--- config.mk ---
export PLATFORM = sky130hd
export DESIGN_NAME = frac_pixel_dispatch_flat
export DESIGN_NICKNAME = d
export VERILOG_FILES = /design/src/rtl/frac_pixel_dispatch_if.sv /design/src/rtl/frac_pixel_dispatch.sv /design/src/flat_wrapper.sv
export SDC_FILE = /design/constraint.sdc
export NUM_CORES = 1
export LEC_CHECK = 0
export CAP_MARGIN = 20
export CORE_MARGIN = 2
export CORE_UTILIZATION = 49
export CTS_BUF_LIST = sky130_fd_sc_hd__clkbuf_16
export DETAILED_ROUTE_END_ITERATION = 8
export HOLD_SLACK_MARGIN = 0.06
export PLACE_DENSITY_LB_ADDON = 0.08
export SLEW_MARGIN = 20
export SYNTH_ARGS = -nofsm -noshare
export SYNTH_HDL_FRONTEND = slang
export SYNTH_SLANG_ARGS = --single-unit
--- constraint.sdc ---
create_clock -name frac_clk -period 8.59 [get_ports frac_clk]
set_input_delay 1.718 -clock frac_clk [delete_from_list [all_inputs] [get_ports frac_clk]]
set_output_delay 1.718 -clock frac_clk [all_outputs]
set_load 0.1 [all_outputs]
--- src/rtl/frac_pixel_dispatch_if.sv ---
`default_nettype none
// ============================================================================
//  Module   : frac_pixel_dispatch_if
//  Purpose  : Bundles the dispatcher's frame-request, fractal-core and
//             pixel-write signals. Optional: FRAC_DISPATCH_WDOG_EN adds wdog_err.
//  Revision : 1.0  initial release
// ============================================================================
interface frac_pixel_dispatch_if #(
    parameter int N  = 32,
    parameter int AW = 19
);
    logic          start;
    logic [N-1:0]  x0;
    logic [N-1:0]  y0;
    logic [N-1:0]  dx;
    logic [N-1:0]  dy;
    logic [15:0]   max_iter;
    logic          busy;
    logic          frame_done;
    logic [N-1:0]  frac_cx;
    logic [N-1:0]  frac_cy;
    logic [15:0]   frac_max_iter;
    logic          frac_go;
    logic          frac_busy;
    logic          frac_done_tick;
    logic          frac_found;
    logic [AW-1:0] pix_addr;
    logic          pix_data;
    logic          pix_valid;
    logic          pix_ready;
`ifdef FRAC_DISPATCH_WDOG_EN
    logic          wdog_err;
`endif

    modport master (
        input  start, x0, y0, dx, dy, max_iter,
        input  frac_busy, frac_done_tick, frac_found, pix_ready,
        output busy, frame_done, frac_cx, frac_cy, frac_max_iter, frac_go,
        output pix_addr, pix_data, pix_valid
`ifdef FRAC_DISPATCH_WDOG_EN
        , output wdog_err
`endif
    );

    modport slave (
        output start, x0, y0, dx, dy, max_iter,
        output frac_busy, frac_done_tick, frac_found, pix_ready,
        input  busy, frame_done, frac_cx, frac_cy, frac_max_iter, frac_go,
        input  pix_addr, pix_data, pix_valid
`ifdef FRAC_DISPATCH_WDOG_EN
        , input wdog_err
`endif
    );
endinterface
`default_nettype wire

--- src/rtl/frac_pixel_dispatch.sv ---
`default_nettype none
// ============================================================================
//  Module   : frac_pixel_dispatch
//  Purpose  : Sweeps a pixel window, launches one fractal evaluation per pixel
//             and writes each result out. Optional: FRAC_DISPATCH_WDOG_EN.
//  Revision : 1.0  initial release
// ============================================================================
module frac_pixel_dispatch #(
    parameter int N        = 32,
    parameter int M        = 4,
    parameter int H_RES    = 640,
    parameter int V_RES    = 480,
    parameter int AW       = 19,
    parameter int WDOG_CYC = 65535
) (
    input  logic                  frac_clk,
    input  logic                  frac_rst_n,
    frac_pixel_dispatch_if.master bus
);
    localparam int CW = (H_RES > 1) ? $clog2(H_RES) : 1;
    localparam int RW = (V_RES > 1) ? $clog2(V_RES) : 1;
    localparam logic [CW-1:0] C_COL_LAST = CW'(H_RES - 1);
    localparam logic [RW-1:0] C_ROW_LAST = RW'(V_RES - 1);
    localparam bit C_CFG_OK = (M < N) && (WDOG_CYC > 0) &&
                              ((64'd1 << AW) >= (64'(H_RES) * 64'(V_RES)));

    if (!C_CFG_OK) begin : g_cfg_error
        $error("frac_pixel_dispatch: inconsistent parameters");
    end

    typedef enum logic [1:0] {
        S_IDLE  = 2'd0,
        S_ISSUE = 2'd1,
        S_WAIT  = 2'd2,
        S_WRITE = 2'd3
    } state_t;

    state_t        state_q;
    logic [N-1:0]  x0_q, dx_q, dy_q;
    logic [N-1:0]  cx_q, cy_q, cx_d, cy_d;
    logic [15:0]   max_iter_q;
    logic [CW-1:0] col_q, col_d;
    logic [RW-1:0] row_q, row_d;
    logic [AW-1:0] addr_q;
    logic          busy_q, done_q, go_q, valid_q, data_q;
    logic          w_last;

    assign w_last = (col_q == C_COL_LAST) && (row_q == C_ROW_LAST);

    // Raster advance; column wrap reloads cx from the latched origin
    always_comb begin
        cx_d  = cx_q + dx_q;
        cy_d  = cy_q;
        col_d = col_q + CW'(1);
        row_d = row_q;
        if (col_q == C_COL_LAST) begin
            cx_d  = x0_q;
            col_d = '0;
            row_d = row_q + RW'(1);
            cy_d  = cy_q + dy_q;
        end
    end

`ifdef FRAC_DISPATCH_WDOG_EN
    localparam int WW = $clog2(WDOG_CYC + 1);
    localparam logic [WW-1:0] C_WDOG_LIM = WW'(WDOG_CYC);
    logic [WW-1:0] wdog_q;
    logic          wdog_err_q;
    assign bus.wdog_err = wdog_err_q;
`endif

    always_ff @(posedge frac_clk or negedge frac_rst_n) begin
        if (!frac_rst_n) begin
            state_q    <= S_IDLE;
            x0_q       <= '0;
            dx_q       <= '0;
            dy_q       <= '0;
            cx_q       <= '0;
            cy_q       <= '0;
            max_iter_q <= '0;
            col_q      <= '0;
            row_q      <= '0;
            addr_q     <= '0;
            busy_q     <= 1'b0;
            done_q     <= 1'b0;
            go_q       <= 1'b0;
            valid_q    <= 1'b0;
            data_q     <= 1'b0;
`ifdef FRAC_DISPATCH_WDOG_EN
            wdog_q     <= '0;
            wdog_err_q <= 1'b0;
`endif
        end else begin
            go_q   <= 1'b0;
            done_q <= 1'b0;
            case (state_q)
                S_IDLE: begin
                    if (bus.start) begin
                        x0_q       <= bus.x0;
                        dx_q       <= bus.dx;
                        dy_q       <= bus.dy;
                        cx_q       <= bus.x0;
                        cy_q       <= bus.y0;
                        max_iter_q <= bus.max_iter;
                        col_q      <= '0;
                        row_q      <= '0;
                        addr_q     <= '0;
                        busy_q     <= 1'b1;
                        state_q    <= S_ISSUE;
                    end
                end
                S_ISSUE: begin
                    if (!bus.frac_busy) begin
                        go_q    <= 1'b1;
                        state_q <= S_WAIT;
`ifdef FRAC_DISPATCH_WDOG_EN
                        wdog_q  <= '0;
`endif
                    end
                end
                S_WAIT: begin
                    if (bus.frac_done_tick) begin
                        data_q  <= bus.frac_found;
                        valid_q <= 1'b1;
                        state_q <= S_WRITE;
                    end
`ifdef FRAC_DISPATCH_WDOG_EN
                    else if (wdog_q == C_WDOG_LIM) begin
                        data_q     <= 1'b0;
                        valid_q    <= 1'b1;
                        wdog_err_q <= 1'b1;
                        state_q    <= S_WRITE;
                    end else begin
                        wdog_q <= wdog_q + WW'(1);
                    end
`endif
                end
                S_WRITE: begin
                    if (bus.pix_ready) begin
                        valid_q <= 1'b0;
                        if (w_last) begin
                            done_q  <= 1'b1;
                            busy_q  <= 1'b0;
                            state_q <= S_IDLE;
                        end else begin
                            cx_q    <= cx_d;
                            cy_q    <= cy_d;
                            col_q   <= col_d;
                            row_q   <= row_d;
                            addr_q  <= addr_q + AW'(1);
                            state_q <= S_ISSUE;
                        end
                    end
                end
                default: state_q <= S_IDLE;
            endcase
        end
    end

    assign bus.busy          = busy_q;
    assign bus.frame_done    = done_q;
    assign bus.frac_cx       = cx_q;
    assign bus.frac_cy       = cy_q;
    assign bus.frac_max_iter = max_iter_q;
    assign bus.frac_go       = go_q;
    assign bus.pix_addr      = addr_q;
    assign bus.pix_data      = data_q;
    assign bus.pix_valid     = valid_q;
endmodule
`default_nettype wire

--- src/flat_wrapper.sv ---
// flat-port wrapper written by rule: the top's interface ports become plain ports
module frac_pixel_dispatch_flat 
#(
    parameter int N        = 32,
    parameter int M        = 4,
    parameter int H_RES    = 640,
    parameter int V_RES    = 480,
    parameter int AW       = 19,
    parameter int WDOG_CYC = 65535
)
  (frac_clk, frac_rst_n, bus_start, bus_x0, bus_y0, bus_dx, bus_dy, bus_max_iter, bus_frac_busy, bus_frac_done_tick, bus_frac_found, bus_pix_ready, bus_busy, bus_frame_done, bus_frac_cx, bus_frac_cy, bus_frac_max_iter, bus_frac_go, bus_pix_addr, bus_pix_data, bus_pix_valid);
  frac_pixel_dispatch_if #(.N(N), .AW(AW)) bus_i ();
  input  logic frac_clk;
  input  logic frac_rst_n;
  input wire logic [$bits(bus_i.start)-1:0] bus_start;
  input wire logic [$bits(bus_i.x0)-1:0] bus_x0;
  input wire logic [$bits(bus_i.y0)-1:0] bus_y0;
  input wire logic [$bits(bus_i.dx)-1:0] bus_dx;
  input wire logic [$bits(bus_i.dy)-1:0] bus_dy;
  input wire logic [$bits(bus_i.max_iter)-1:0] bus_max_iter;
  input wire logic [$bits(bus_i.frac_busy)-1:0] bus_frac_busy;
  input wire logic [$bits(bus_i.frac_done_tick)-1:0] bus_frac_done_tick;
  input wire logic [$bits(bus_i.frac_found)-1:0] bus_frac_found;
  input wire logic [$bits(bus_i.pix_ready)-1:0] bus_pix_ready;
  output wire logic [$bits(bus_i.busy)-1:0] bus_busy;
  output wire logic [$bits(bus_i.frame_done)-1:0] bus_frame_done;
  output wire logic [$bits(bus_i.frac_cx)-1:0] bus_frac_cx;
  output wire logic [$bits(bus_i.frac_cy)-1:0] bus_frac_cy;
  output wire logic [$bits(bus_i.frac_max_iter)-1:0] bus_frac_max_iter;
  output wire logic [$bits(bus_i.frac_go)-1:0] bus_frac_go;
  output wire logic [$bits(bus_i.pix_addr)-1:0] bus_pix_addr;
  output wire logic [$bits(bus_i.pix_data)-1:0] bus_pix_data;
  output wire logic [$bits(bus_i.pix_valid)-1:0] bus_pix_valid;
  assign bus_i.start = bus_start;
  assign bus_i.x0 = bus_x0;
  assign bus_i.y0 = bus_y0;
  assign bus_i.dx = bus_dx;
  assign bus_i.dy = bus_dy;
  assign bus_i.max_iter = bus_max_iter;
  assign bus_i.frac_busy = bus_frac_busy;
  assign bus_i.frac_done_tick = bus_frac_done_tick;
  assign bus_i.frac_found = bus_frac_found;
  assign bus_i.pix_ready = bus_pix_ready;
  assign bus_busy = bus_i.busy;
  assign bus_frame_done = bus_i.frame_done;
  assign bus_frac_cx = bus_i.frac_cx;
  assign bus_frac_cy = bus_i.frac_cy;
  assign bus_frac_max_iter = bus_i.frac_max_iter;
  assign bus_frac_go = bus_i.frac_go;
  assign bus_pix_addr = bus_i.pix_addr;
  assign bus_pix_data = bus_i.pix_data;
  assign bus_pix_valid = bus_i.pix_valid;
  frac_pixel_dispatch #(.N(N), .M(M), .H_RES(H_RES), .V_RES(V_RES), .AW(AW), .WDOG_CYC(WDOG_CYC)) u_core (.frac_clk(frac_clk), .frac_rst_n(frac_rst_n), .bus(bus_i));
endmodule
; Word level (Yosys, flattened, before mapping)
; Cells that the tools add are included.
[word_totals]
reg_bits = 221
inputBits = 151
wordCells = 85
memories = 0
latchBits = 0
mem_bits_ro = 0
mem_bits_rw = 0
[classes]
n_mul = 0
div = 0
reduce_logical = 11
shift = 0
bitwise_logic = 0
n_eq_ne = 12
add_sub_neg = 5
magnitude_cmp = 0
mux = 42
[op_table]
columns = cell, count
row1 = $mux W32, 8
row2 = $pmux W32 S2, 2
row3 = $add A32 B32 Y32, 2
row4 = $mux W19, 3
row5 = $mux W10, 4
row6 = $pmux W19 S2, 1
row7 = $mux W9, 4
row8 = $pmux W10 S2, 1
row9 = $add A19 B1 Y19 const B, 1
row10 = $pmux W9 S2, 1
row11 = $reduce_and A4 Y1, 3
row12 = $mux W1, 11
row13 = $add A10 B1 Y10 const B, 1
row14 = $eq A10 B10 Y1 const B, 1
row15 = $ne A2 B2 Y1 const B, 5
row16 = $add A9 B1 Y9 const B, 1
row17 = $eq A9 B9 Y1 const B, 1
row18 = $mux W2, 4
row19 = $pmux W2 S4, 1
row20 = $reduce_and A5 Y1, 1
row21 = $eq A2 B2 Y1 const B, 2
row22 = $ne A2 B1 Y1 const B, 2
row23 = $pmux W1 S2, 2
row24 = $reduce_and A2 Y1, 2
row25 = other kinds (5), 6

; Logic depth before layout (Yosys ltp)
; Gate-level depths: netlist of the first run.
[depth]
depth_word = 5
ltp_mapped = 12
mapped_depth_nobuf = 11

; Worst setup path before layout of the first run
; Ideal clock, no wire load.
[synth_path]
path_type = input to register
startpoint = input port bus_pix_ready
endpoint = register u_core.cx_q[31], in the netlist u_core.bus.frac_cx[31]
setup_ps = 71
slack_ps = 5130
arrival_ps = 3389
t_required_ps = 8519
stages = 8
path_cell_list = inv_1 a211o_1 a31o_1 buf_2 nor2_1 nand2_1 a2111o_1 nand3_1
[synth_via]
elab_chain_len = 2
[synth_lines]
columns = item, line_no
row1 = "start, declared", flat_wrapper.sv:24  ; input wire logic [$bits(bus_i.pix_ready)-1:0] bus_pix_ready;
row2 = $ne A2 B2 Y1 (no source line), --
row3 = $reduce_and A4 Y1 (no source line), --
row4 = "end signal, assigned", frac_pixel_dispatch.sv:102  ; cx_q <= bus.x0;
row5 = "end, declared", frac_pixel_dispatch.sv:40  ; logic [N-1:0] cx_q, cy_q, cx_d, cy_d;
; No other way between the ends.
; A chain may end at the register's enable or synchronous reset.

; Worst setup path after layout of the first run
[layout_path]
startpoint = input port bus_start
endpoint = register u_core.cx_q[31], in the netlist u_core.bus.frac_cx[31]
[layout_via]
elab_chain_len = 2
[layout_lines]
columns = item, line_no
row1 = "start, declared", flat_wrapper.sv:15  ; input wire logic [$bits(bus_i.start)-1:0] bus_start;
row2 = $ne A2 B2 Y1 (no source line), --
row3 = $reduce_and A4 Y1 (no source line), --
; No other way between the ends.

==> results of run 1 <==
## cell usage after synthesis (12+ instances only)
cell type and number:
a211oi_1 14, a21o_1 36, a21oi_1 98, a31oi_1 13, and3_1 19, buf_1 12, clkbuf_1 32, dfrtp_1 221
ha_1 70, inv_1 14, mux2_2 114, mux2i_1 23, nand2_1 106, nand3_1 39, nand4_1 15, nor2_1 96
nor3_1 16, o21a_1 12, o21ai_0 84, xnor2_1 32, xor2_1 41
## routing by layer
layer | wire, um | vias to the layer above | share of wire, %
met5 | 25 | - | 0.073
met4 | 658 | 4 | 1.9
met2 | 15000 | 348 | 44
li1 | - | 5053 | -
met3 | 2870 | 51 | 8.4
met1 | 15500 | 5089 | 46
## layout make-up
class / instances / area, sq um / share of cell area [%]
timing repair buffer: 264 / 2640 / 16.2
clock inverter: 16 / 97.6 / 0.597
inverter: 14 / 52.6 / 0.322
antenna: 2 / 5.00 / 0.0306
tap: 330 / 413 / 2.53
multi-input combinational: 968 / 6970 / 42.7
sequential: 221 / 5530 / 33.9
clock buffer: 25 / 626 / 3.83
## logic make-up after synthesis
family / synth area share (%)
and+or+nand+nor: 12.9
muxes: 12.0
DFF: 43.5
xor gates and xnor gates: 5.03
buffers and inverters: 2.04
adders and majority gates: 7.21
AOI/OAI and AO/OA: 17.3
## worst min-delay path by stage
stage	start	endpoint	slack, ns	depth (start not counted)
final	u_core.x0_q[4]$_DFFE_PN0P_	u_core.x0_q[4]$_DFFE_PN0P_	0.50	1
after global routing	u_core.x0_q[22]$_DFFE_PN0P_	u_core.x0_q[22]$_DFFE_PN0P_	0.52	1
after CTS	u_core.bus.pix_data$_DFFE_PN0P_	u_core.bus.pix_data$_DFFE_PN0P_	0.50	1
after detailed placement	u_core.bus.pix_data$_DFFE_PN0P_	u_core.bus.pix_data$_DFFE_PN0P_	0.49	1
after global placement	u_core.x0_q[18]$_DFFE_PN0P_	u_core.bus.frac_cx[18]$_DFFE_PN0P_	0.48	2
after floorplan	u_core.x0_q[18]$_DFFE_PN0P_	u_core.bus.frac_cx[18]$_DFFE_PN0P_	0.47	2
## state kept, by name, summed over array words and instances (netlist names)
signal and cells:
u_core.dx_q 32, u_core.bus.frac_cy 32, u_core.bus.pix_addr 19, u_core.bus.frac_go 1, u_core.bus.busy 1, u_core.col_q 10, u_core.dy_q 32, u_core.row_q 9
u_core.bus.pix_valid 1, u_core.bus.frac_max_iter 16, u_core.state_q 2, u_core.x0_q 32, u_core.bus.frame_done 1, u_core.bus.pix_data 1, u_core.bus.frac_cx 32
## metrics by stage
| stage | worst slack [ns] | hold WS (ns) | cell area (sq um) |
|---|---|---|---|
| after floorplan | 5.13 | 0.471 | 12700 |
| after global placement | 3.85 | 0.483 | 15600 |
| after detailed placement | 3.77 | 0.492 | 15600 |
| after CTS | 4.30 | 0.503 | 16300 |
| after global routing | 4.06 | 0.521 | 16300 |
| final | 4.28 | 0.503 | 16300 |
## critical path, cell delays in order
cell and delay [ns]:
clkdlybuf4s50_1 0.53, nor2b_1 0.08, a211o_1 0.51, a31o_2 0.34, buf_4 0.29, nor2_1 0.47, nand2_1 0.28, a2111o_1 0.44
nand3_1 0.08
==> flow_results.org, run 1 <==
** Timing
- Measured against its own limit, the worst slew margin works out to 26.4%.
- Share of the clock period used by the worst path :: 50.2%
- Final Max Slew Viols :: 0
- Setup repair after global routing left no endpoint under its margin.
- Setup violations remaining at the end of the flow were counted as 0.
- After routing, the total negative slack on setup checks comes to 0 ns.
- Hold Violations, Final :: 0
- Fin Clk Skew :: 0.0212 ns
- At the pin with the least slew margin, the transition time is 1.10 ns.
- Shortest clock period the worst path allows after layout :: 4.31 ns
- Maximum clock rate :: around 230 MHz

** Yosys
- Total standard cell area after synthesis :: 12700 sq um
- Synthesis inferred 221 register bits.
- Number of nets in the synthesized netlist :: between 1000 and 1500
- The average instance in the mapped netlist occupies 10.1 sq um.
- Number of synthesized flops with an enable pin :: 0
- Most instantiated flip-flop cell in the synthesis netlist :: dfrtp_1
- During synthesis, Yosys emitted a total of 0 warnings.
- Synthesized instance count :: 1254
- Dominant cell type by area after synthesis :: dfrtp_1
- Summed over its instances, the top area cell type makes up around 44% of the synthesized netlist area.
- FFs w/ async S/R, synth :: 100%
- Leading post-synthesis cells by cell area :: dfrtp_1 44%, mux2_2 10%, ha_1 6.9%
- Sequential fraction of the synthesis area :: 43.5%
- Counting distinct cell types in the post-synthesis netlist gives 73.

** Run status
- The run finished with clean final reports.

** Clock network
- Clock tree synthesis found a total of 221 sinks.
- Clock edge transition at the registers on the reported setup and hold paths :: around 0.06 ns
- Number of resized instances in the post-cts repair step :: 0
- Number of buffers created by CTS :: 25
- Number of hold-repair buffers added at the cts stage :: 0
- Clock latency on the worst-skew pair :: 0.53 ns
- CTS tree :: built
- Maximum root-to-sink buffer count :: 3
- Root Buffer Master :: clkbuf_16
- # Post-CTS Setup Buffers :: 0
- In this run the number of H-tree levels came out at 1.

** GRT
- In the global route stage, met2 resource usage came out at 38.9%.
- Via count of the first global-routing pass :: roughly 10000
- Met1 capacity usage during global routing :: 35.1%
- For this run the aggregate overflow at the end of global routing stands at 0.
- The first global-routing pass estimated 54.2 mm of wire.
- All-layer global routing usage :: 25.0%
- Global routing consumed, on the met3 layer, 6.32% of the routing resources.
- Maximum number of pins on one net before global-route repair :: 108
- In this run the most used layer during global routing was met2.
- Number of antenna violations at the first check in global routing :: 4

** Critical path
- Endpoint of the most critical register-to-register path :: u_core.row_q[7]$_DFFE_PN0P_
- Launching element of the worst setup path :: bus_start
- Worst-case register-to-register setup slack :: 5.00 ns
- Of all nets on the critical path, the largest fanout is 46.
- Kind of critical path :: primary input to register
- For the worst setup path, the data arrival time is 4.77 ns.
- Endpoint of the most critical setup path :: u_core.bus.frac_cx[31]$_DFFE_PN0P_
- Data required time of the worst path :: approximately 9.1 ns
- Worst reg2reg startpoint :: u_core.col_q[0]$_DFFE_PN0P_
- Type of destination of the critical path :: register
- Category of the worst setup path launch point :: primary input
- R2r worst-path depth :: 8

** Route
- Summing over every cut layer, the via total after detailed routing is 10545.
- After detailed routing, the average wire length per cell comes to 18.5 um.
- Via density :: ~5.7
- Number of violations reported at the end of detailed-routing iteration 0 :: 700
- Total iterations of the first detailed-routing run :: 5
- Remaining routing DRC violations :: 0
- The routed design has between 30 and 40 mm of wire.
- Remaining antenna violation count after routing :: 0

** Placed design
- Routability-driven placement finished with a final weighted congestion of 0.896.
- Placed Cells incl. Taps :: 1796
- Input/output buffers :: around 250
- The HPWL after detailed placement is 24.6 mm.

** Cells and area
- Filler instances :: 2100
- The net count of the finished layout is 1717.
- Commonest non-fill, non-tap cell in the layout :: clkdlybuf4s50_1
- Compared with the post-synthesis result, the final layout area differs by 28.5%.
- Post-Layout Cell Count :: 1840
- Commonest cells after routing, fill and taps aside :: 253 x clkdlybuf4s50_1, 221 x dfrtp_1, 114 x mux2_2, 105 x nand2_1, 97 x a21oi_1
- Of the cells placed in the final design, the portion with a size suffix greater than 1 is 12.0%.
- Utilization after layout :: 64.5%

** Die
- Die width :: 165 um
- Pin placement for this block handled 255 I/O pins.
- After floorplanning, the core was sized to cover roughly 25000 sq um.
- Measured along the y axis, the die boundary spans 165 um.
- Effective utilization at floorplan :: between 50% and 60%
- Die area :: around 27000 sq um
- Row Count :: 58

** Run
- Max capacitance violation total :: 0

** Worst hold path
- The min-delay analysis places its worst path in the category register to register.
Power of run 1 is not shown: default switching activity piles up to over one toggle a cycle in this logic, so the estimate is an artifact.
==> run 2: changes to the inputs <==
- CORE_UTILIZATION: 49 -> 48
- clock period: 8.59 -> 3.5 ns (I/O delays scaled with it)
==> run 2 against run 1 <==
Routed wire length increased by 0.86%. Register-to-register slack worse by 4.6 ns. Flip-flop and latch count stayed put. Via count up 0.62%. Clock skew down 0.012 ns. Global-route usage decreased by 1.0 points. Utilization is 1.5 points lower. Critical path depth increased by 2. Sequential share of layout area shrank 0.18 points. First-iteration DRC count increased by 5.1%. Worst hold slack got worse by 0.38 ns. Critical endpoint is now u_core.bus.frac_cy[30]$_DFFE_PN0P_.
==> flow_results.org, run 2 (synthesis gave the netlist of run 1 again) <==
** Clock network
- H-tree Lvls :: 1
- CTS saw 221 sinks.
- Clock-pin slew was measured on the worst setup and hold paths at 0.06 ns.
- The tree is rooted in a clkbuf_16.
- TritonCTS built the clock tree.
- Post-CTS repair changed the size of 0 cells.
- Number of buffers created by CTS :: 25
- # Post-CTS Setup Buffers :: 0
- Counting along the longest clock path gives a buffer depth of 3.
- Clock latency on the worst-skew pair :: ~0.52 ns
- The number of hold buffers added after CTS was 0.

** Route
- Remaining routing DRC violations :: 0
- The first detailed-routing pass ran for 5 iterations.
- Number of violations reported at the end of detailed-routing iteration 0 :: 736
- Wire per inst :: roughly 19 um
- Overall routed net length :: 34.4 mm
- Remaining antenna violation count after routing :: 0
- Using the TritonRoute via totals, the vias-per-cell ratio works out to 5.72.
- Total number of vias :: 10610

** GRT
- The first global-routing pass estimated 54.6 mm of wire.
- The number of global-route vias before repair came to 10404.
- Entering global routing, the biggest net connects 74 pins.
- All-layer global routing usage :: between 20% and 30%
- The number of antenna violations at the first check in global routing came to 1.
- Global routing finished with a remaining overflow of 0.

** Critical path
- Launching element of the worst setup path :: u_core.bus.frac_cy[0]$_DFFE_PN0P_
- The worst register-to-register path begins at u_core.bus.frac_cy[0]$_DFFE_PN0P_.
- Worst path slowest cell :: fa_1
- Along the worst path, the maximum fanout reaches 4.
- Worst-path cell chain :: ha_1 > fa_1 > a21o_1 > and3_1 > nor4b_4 > o31ai_2 > a31oi_4 > o21bai_2 > a221oi_2 > mux2i_1 > nand3_1
- Category of the worst setup path launch point :: register
- For the worst setup path, the data required time is 3.90 ns.
- Broken down by cell family, the worst path's largest delay share belongs to compound AO/OA/AOI/OAI gates.
- The worst setup path is captured at a register.
- STA puts the critical path data arrival time at 3.49 ns.
- Counting both buffers and inverters, the worst setup path holds a total of 0.
- Kind of critical path :: register to register
- In this design, the stage delay of the slowest critical-path cell is 0.42 ns.

** Placed design
- Routability-driven placement congestion ratio :: approximately 0.9
- Placed Cells incl. Taps :: 1814
- Detailed placement HPWL :: ~25 mm
- Input/output buffers :: 254

** Timing
- After routing, the total negative slack on setup checks comes to 0 ns.
- Static timing analysis puts the maximum clock frequency at 323 MHz.
- Setup violations remaining at the end of the flow were counted as 0.
- At the pin with the least slew margin, the transition time is between 0.9 and 1 ns.
- Hold Violations, Final :: 0
- Subtracting the final worst setup slack from the clock period gives 3.09 ns.
- Setup repair after global routing left no endpoint under its margin.
- Hold timing on the final database bottoms out at a slack of 0.125 ns.
- On the final layout, the worst clock skew is about 0.0094 ns.
- Max-slew headroom :: between 30% and 40%
- Final Max Slew Viols :: 0
- In the finished design, the share of the clock period the worst path needs comes to 88.3%.

** Cells and area
- In the layout the commonest cells are 223 x clkdlybuf4s50_1, 221 x dfrtp_1, 114 x mux2_2, 105 x nand2_1, 97 x a21oi_1.
- Filler instances :: 2225
- Flip-flop and latch area :: 5530 sq um
- From synthesis to final layout, the design area changed by 29.2%.
- Fraction of final layout cells with drive strength greater than 1 :: 14.5%
- Leaving out filler cells and counting taps, the final layout contains 1855.
- Summing all multi-input logic gate instances after layout gives 6970 sq um.
- The net count of the finished layout is around 1700.
- Leaving out fill and tap cells, the most frequent cell in the layout is clkdlybuf4s50_1.

** Run
- The tool flagged a number of max-cap violations equal to 0.

** Die
- For this configuration, the core starts out at a cell density of 48.8%.
- In this run the core area contains 59 standard-cell rows.
- The floorplan step defined a die boundary enclosing 27800 sq um.
- Die height :: 167 um
- Die width :: 167 um
- approximately 260 I/O pins were placed.
- Core outline area :: 26100 sq um

** Worst hold path
- Type of the tightest min-delay check :: primary input to async pin

** Run status
- The flow ran to the end, and the final reports show no timing, DRC or antenna violations.
[run 2: layer usage]
layer	global-route usage, %	vias up	wire length, um
met5	0	-	0
met4	6.37	0	706
met3	5.73	41	2590
li1	-	5098	-
met1	33.9	5145	16100
met2	37.0	326	15000
[run 2: metrics by stage]
stage | area [sq um] | utilization (%) | setup slack [ns]
2_1_floorplan | 12700 | - | 0.239
3_3_place_gp | 15700 | 60.1 | 0.487
3_5_place_dp | 15700 | 60.1 | 0.439
4_1_cts | 16400 | 63.0 | 0.444
5_1_grt | 16400 | 63.0 | 0.226
6_report | 16400 | 63.0 | 0.408
[run 2: layout make-up]
type                       count  share of cell area [%]
multi-input combinational    968                    42.4
sequential                   221                    33.7
timing repair buffer         276                    16.4
clock buffer                  25                    3.81
tap                          335                    2.55
clock inverter                15                   0.823
inverter                      14                   0.320
antenna                        1                  0.0152
[run 2: final timing paths]
kind	slack, ns	end	depth (start not counted)
min in group frac_clk	0.50	u_core.bus.frac_max_iter[13]$_DFFE_PN0P_	1
max	0.41	u_core.bus.frac_cy[30]$_DFFE_PN0P_	11
max in group asynchronous	2.37	u_core.bus.frac_cx[4]$_DFFE_PN0P_	2
max reg2reg	0.41	u_core.bus.frac_cy[30]$_DFFE_PN0P_	11
min reg2reg	0.50	u_core.bus.frac_max_iter[13]$_DFFE_PN0P_	1
min	0.13	u_core.bus.pix_addr[16]$_DFFE_PN0P_	1
Power of run 2 is left out for the same reason.
==> run 3: changes to the inputs <==
- SLEW_MARGIN: 20 -> 10
==> results of run 3 <==
The final DEF is identical to that of run 2; final timing and power are the same.
Power of run 3 is left out for the same reason.
